===== config.mk =====
export PLATFORM = sky130hd
export DESIGN_NAME = rock_setpoint_ctrl
export DESIGN_NICKNAME = d
export VERILOG_FILES = /design/src/rtl/rock_setpoint_ctrl.sv
export SDC_FILE = /design/constraint.sdc
export NUM_CORES = 1
export LEC_CHECK = 0
export CAP_MARGIN = 20
export CORE_MARGIN = 2
export CORE_UTILIZATION = 50
export CTS_CLUSTER_DIAMETER = 40
export DETAILED_ROUTE_END_ITERATION = 6
export GPL_TIMING_DRIVEN = 0
export PLACE_DENSITY = 0.77
export SLEW_MARGIN = 40
export SYNTH_ARGS = -nofsm -noshare
export SYNTH_HDL_FRONTEND = slang
export SYNTH_SLANG_ARGS = --single-unit

===== constraint.sdc =====
create_clock -name clk -period 3.7 [get_ports clk]
set_clock_uncertainty 0.15 [all_clocks]
set_input_delay 0.74 -clock clk [delete_from_list [all_inputs] [get_ports clk]]
set_output_delay 0.74 -clock clk [all_outputs]
set_load 0.02 [all_outputs]

===== src/rtl/rock_setpoint_ctrl.sv =====
// Amplitude/frequency setpoint controller for the rocker drive.
// It steps A and F from button levels, with auto-repeat, saturation and optional periodic A decay.
module rock_setpoint_ctrl #(
    parameter int WIDTH         = 4,
    parameter int A_INIT        = 5,
    parameter int F_INIT        = 5,
    parameter int A_MAX         = 15,
    parameter int F_MAX         = 15,
    parameter int REPEAT_DELAY  = 8,
    parameter int REPEAT_PERIOD = 4,
    parameter int DECAY_PERIOD  = 16
) (
    input  logic             clk,
    input  logic             reset,
    input  logic             a_up,
    input  logic             a_down,
    input  logic             f_up,
    input  logic             f_down,
    input  logic             decay_en,
    output logic [WIDTH-1:0] A,
    output logic [WIDTH-1:0] F,
    output logic             F0,
    output logic             AF0,
    output logic             upd
);

    localparam int RMAX = (REPEAT_DELAY > REPEAT_PERIOD) ? REPEAT_DELAY : REPEAT_PERIOD;
    localparam int RCW  = $clog2(RMAX + 1);
    localparam int DCW  = $clog2(DECAY_PERIOD + 1);

    logic [1:0] up_lvl, dn_lvl, step_up, step_dn;
    assign up_lvl = {f_up, a_up};
    assign dn_lvl = {f_down, a_down};

    // Channel 0 is A, channel 1 is F. The repeat counter counts down to the next auto-repeat step.
    genvar gi;
    generate
        for (gi = 0; gi < 2; gi++) begin : g_chan
            logic           up_eff, dn_eff, press, rpt_hit;
            logic           up_prev_q, dn_prev_q;
            logic [RCW-1:0] rpt_q, rpt_d;

            assign up_eff  = up_lvl[gi] & ~dn_lvl[gi];
            assign dn_eff  = dn_lvl[gi] & ~up_lvl[gi];
            assign press   = (up_eff & ~up_prev_q) | (dn_eff & ~dn_prev_q);
            assign rpt_hit = (up_eff | dn_eff) & ~press & (rpt_q == '0);

            always_comb begin
                rpt_d = '0;
                if (press)
                    rpt_d = RCW'(REPEAT_DELAY - 1);
                else if (rpt_hit)
                    rpt_d = RCW'(REPEAT_PERIOD - 1);
                else if (up_eff | dn_eff)
                    rpt_d = rpt_q - 1'b1;
            end

            always_ff @(posedge clk) begin
                if (reset) begin
                    up_prev_q <= 1'b0;
                    dn_prev_q <= 1'b0;
                    rpt_q     <= '0;
                end else begin
                    up_prev_q <= up_eff;
                    dn_prev_q <= dn_eff;
                    rpt_q     <= rpt_d;
                end
            end

            assign step_up[gi] = up_eff & (press | rpt_hit);
            assign step_dn[gi] = dn_eff & (press | rpt_hit);
        end
    endgenerate

    logic [DCW-1:0]   dcnt_q, dcnt_d;
    logic             tick;
    logic [WIDTH-1:0] a_q, a_d, f_q, f_d;
    logic             upd_q;

    assign tick   = decay_en && (dcnt_q == DCW'(DECAY_PERIOD - 1));
    assign dcnt_d = (decay_en && !tick) ? dcnt_q + 1'b1 : '0;

    // A decay tick cancels a simultaneous up step and merges with a down step.
    always_comb begin
        a_d = a_q;
        if (tick) begin
            if (!step_up[0] && a_q != '0)
                a_d = a_q - 1'b1;
        end else if (step_up[0] && a_q != WIDTH'(A_MAX)) begin
            a_d = a_q + 1'b1;
        end else if (step_dn[0] && a_q != '0) begin
            a_d = a_q - 1'b1;
        end
    end

    always_comb begin
        f_d = f_q;
        if (step_up[1] && f_q != WIDTH'(F_MAX))
            f_d = f_q + 1'b1;
        else if (step_dn[1] && f_q != '0)
            f_d = f_q - 1'b1;
    end

    always_ff @(posedge clk) begin
        if (reset) begin
            a_q    <= WIDTH'(A_INIT);
            f_q    <= WIDTH'(F_INIT);
            upd_q  <= 1'b0;
            dcnt_q <= '0;
        end else begin
            a_q    <= a_d;
            f_q    <= f_d;
            upd_q  <= (a_d != a_q) || (f_d != f_q);
            dcnt_q <= dcnt_d;
        end
    end

    assign A   = a_q;
    assign F   = f_q;
    assign upd = upd_q;
    assign F0  = (f_q == '0);
    assign AF0 = (a_q == '0) && (f_q == '0);

endmodule


==> flow_summary.json <==
{
  "yosys.area.top_type": "dfxtp_1",
  "power.leakage_nw": 0.730,
  "clk_path_buf_depth": 2,
  "cp_data_required_time_ps": 2810,
  "grt.total_usage": 0.192,
  "rows": 20,
  "cts_tree": "built",
  "cts.clk_slew.worst_paths_ps": 130,
  "fillers": 276,
  "syn_inst": 183,
  "path_delay_family": "buffers and inverters",
  "worstPathCellList": "inv_1, ha_1, nor3b_1, and3_1, clkdlybuf4s50_1",
  "cts_buffers": 3,
  "grt_start_max_net_pins": 14,
  "grt_first_pass_wirelength_um": 5350,
  "yosysWarningCount": 0,
  "io_buffer_count": 17,
  "end_kind": "output pin",
  "fin_crit_sh": 0.825,
  "top_level_ports": 18,
  "grt_pass1_vias": 1342,
  "cp.arrival_ps": 2160,
  "synth.net_count": 202,
  "detailed_place_hpwl_um": 2380,
  "cts_hold_buf": 0,
  "status": "completed",
  "clock_sinks": 26,
  "die_width_um": 59.3,
  "dr.pass1.iters": 4,
  "slowest_delay_ps": 600,
  "maxSlewHeadroom": 0.440,
  "setup_viol": 0,
  "cp_slowest_cell": "clkdlybuf4s50_1",
  "ctsRootBufferMaster": "clkbuf_4",
  "cts-resized-gates": 0,
  "layout.nets": 224,
  "overflow": 0,
  "drtIter0Drc": 77,
  "setup_tns_ps": 0,
  "post-route-util": 0.593,
  "insertion_delay_ps": 330,
  "n_antenna_cell": 0,
  "ys_ff_latch": 26,
  "regArea_sq_um": 520,
  "r2r_slack_ps": 1270,
  "path_buf_inv": 2,
  "hp-class": "reg -> reg",
  "ant_nets": 0,
  "worst_pin_slew_ps": 833,
  "cellPowerDensity_nw_per_um2": 378,
  "final_hold_viol_count": 0,
  "antenna_found_initial": 0,
  "maxSlewViolCount": 0,
  "multiInputGateArea_sq_um": 906,
  "fmax_mhz": 328,
  "netlist_area_sq_um": 1530,
  "avgViaCountPerCell": 5.84,
  "place.gp.congestion": 0.792,
  "area_growth_pct": 15.3,
  "start_util": 0.514,
  "drive_gt1_frac": 0.0837,
  "synth_area_leaders": "dfxtp_1 (34%), ha_1 (9.8%), inv_1 (4.4%), nor2_1 (4.2%), a21oi_1 (3.3%)",
  "ys_types": 46,
  "maxCapViolCount": 0,
  "synth_edf_count": 0,
  "synth-main-ff-cell": "dfxtp_1",
  "synth_top_area_frac": 0.340,
  "vias": 1379,
  "die_y_um": 59.3,
  "avgSynthCellArea_sq_um": 8.37,
  "rsz0062_at_grt": "no",
  "cts_max_level": 1,
  "drc_errors": 0,
  "coreArea_sq_um": 2980,
  "postCtsSetupBuffers": 0,
  "start_kind": "flip-flop",
  "wire_per_inst_um": 13.6,
  "synth_async_sr_flop_share": 0,
  "irDropWorstVdd_mv": 0.202,
  "critical_path_class": "reg -> out",
  "period_minus_slack_ps": 3050,
  "worstPathMaxFanout": 6,
  "die_area_sq_um": 3520,
  "wl_um": 3210,
  "ys_seq_area_frac": 0.340
}
flip-flops by register name, summed over array words and instances (netlist names):
name and cells:
g_chan.rpt_q 8, A 4, upd 1, F 4, g_chan.dn_prev_q 2, g_chan.up_prev_q 2, dcnt_q 5
final timing paths:
kind,endpoint,start,depth (start not counted)
worst max-delay path,AF0,F[0]$_SDFF_PP1_,5
worst min-delay path,dcnt_q[0]$_SDFF_PP0_,dcnt_q[0]$_SDFF_PP0_,1
worst max register to register,A[0]$_SDFF_PP1_,g_chan[0].rpt_q[0]$_SDFF_PP0_,7
worst min register to register,dcnt_q[0]$_SDFF_PP0_,dcnt_q[0]$_SDFF_PP0_,1
cell type report:
class	count	area share
timing repair buffer	17	0.0964
clock buffer	3	0.0128
sequential	26	0.295
multi-input combinational	133	0.513
tap	33	0.0234
buffer	6	0.0213
inverter	18	0.0383
cells by family after synthesis:
logic type / count (synthesis) / share of synthesized area
and+or+nand+nor: 71 / 0.257
AOI/OAI and AO/OA: 41 / 0.183
DFF: 26 / 0.340
buffers and inverters: 24 / 0.0686
adders and majority gates: 12 / 0.0980
xor gates and xnor gates: 7 / 0.0400
muxes: 2 / 0.0131
placed cells by master (no fill, tap or decap), drive strengths merged, types with 4 or more instances in the layout:
cell and n:
nand2 10, nor3 10, a21oi 10, o21ai 8
nor2 17, ha 12, xor2 4, clkdlybuf4s50 17
inv 18, clkbuf 7, and3 5, dfxtp 26
nor2b 5
per-layer routing:
metal / vias up / track usage / part of all wire
li1: 682 / - / -
met1: 649 / 0.240 / 0.46
met2: 41 / 0.320 / 0.48
met3: 7 / 0.0218 / 0.046
met4: 0 / 0.107 / 0.017
met5: - / 0 / 0
per-stage QoR:
stage / power (mW) / setup slack, ps / std cells / hold WS (ps) / instance area, sq um
3_5_place_dp: 0.546 / 335 / 233 / 307 / 1740
5_1_grt: 0.705 / 523 / 236 / 338 / 1770
3_3_place_gp: 0.533 / 403 / 233 / 283 / 1740
6_report: 0.668 / 648 / 236 / 318 / 1770
4_1_cts: 0.667 / 657 / 236 / 327 / 1770
2_1_floorplan: 0.481 / 974 / 183 / 268 / 1530
cell usage after synthesis (all sizes together), types with 3 or more instances:
cell,number
dfxtp,26
inv,18
nor2,17
ha,12
a21oi,10
nand2,10
nor3,10
o21ai,8
and3,5
nor2b,5
clkbuf,4
xor2,4
a31oi,3
nand2b,3
nand3,3
nand3b,3
o31ai,3
or2,3
xnor2,3
worst reg2reg max path: stages (launching register included):
cell	delay [ps]
dfxtp_1	390
inv_1	60
ha_1	220
nor4b_2	190
o31ai_1	690
nor3_1	110
a211oi_1	350
mux2i_1	220
power breakdown:
group | internal (mW) | total [mW] | switching (mW)
sequential | 0.305 | 0.331 | 0.0256
combinational | 0.101 | 0.213 | 0.111
clock | 0.0384 | 0.124 | 0.0860
No activity file was read; power rests on OpenSTA's default activity.
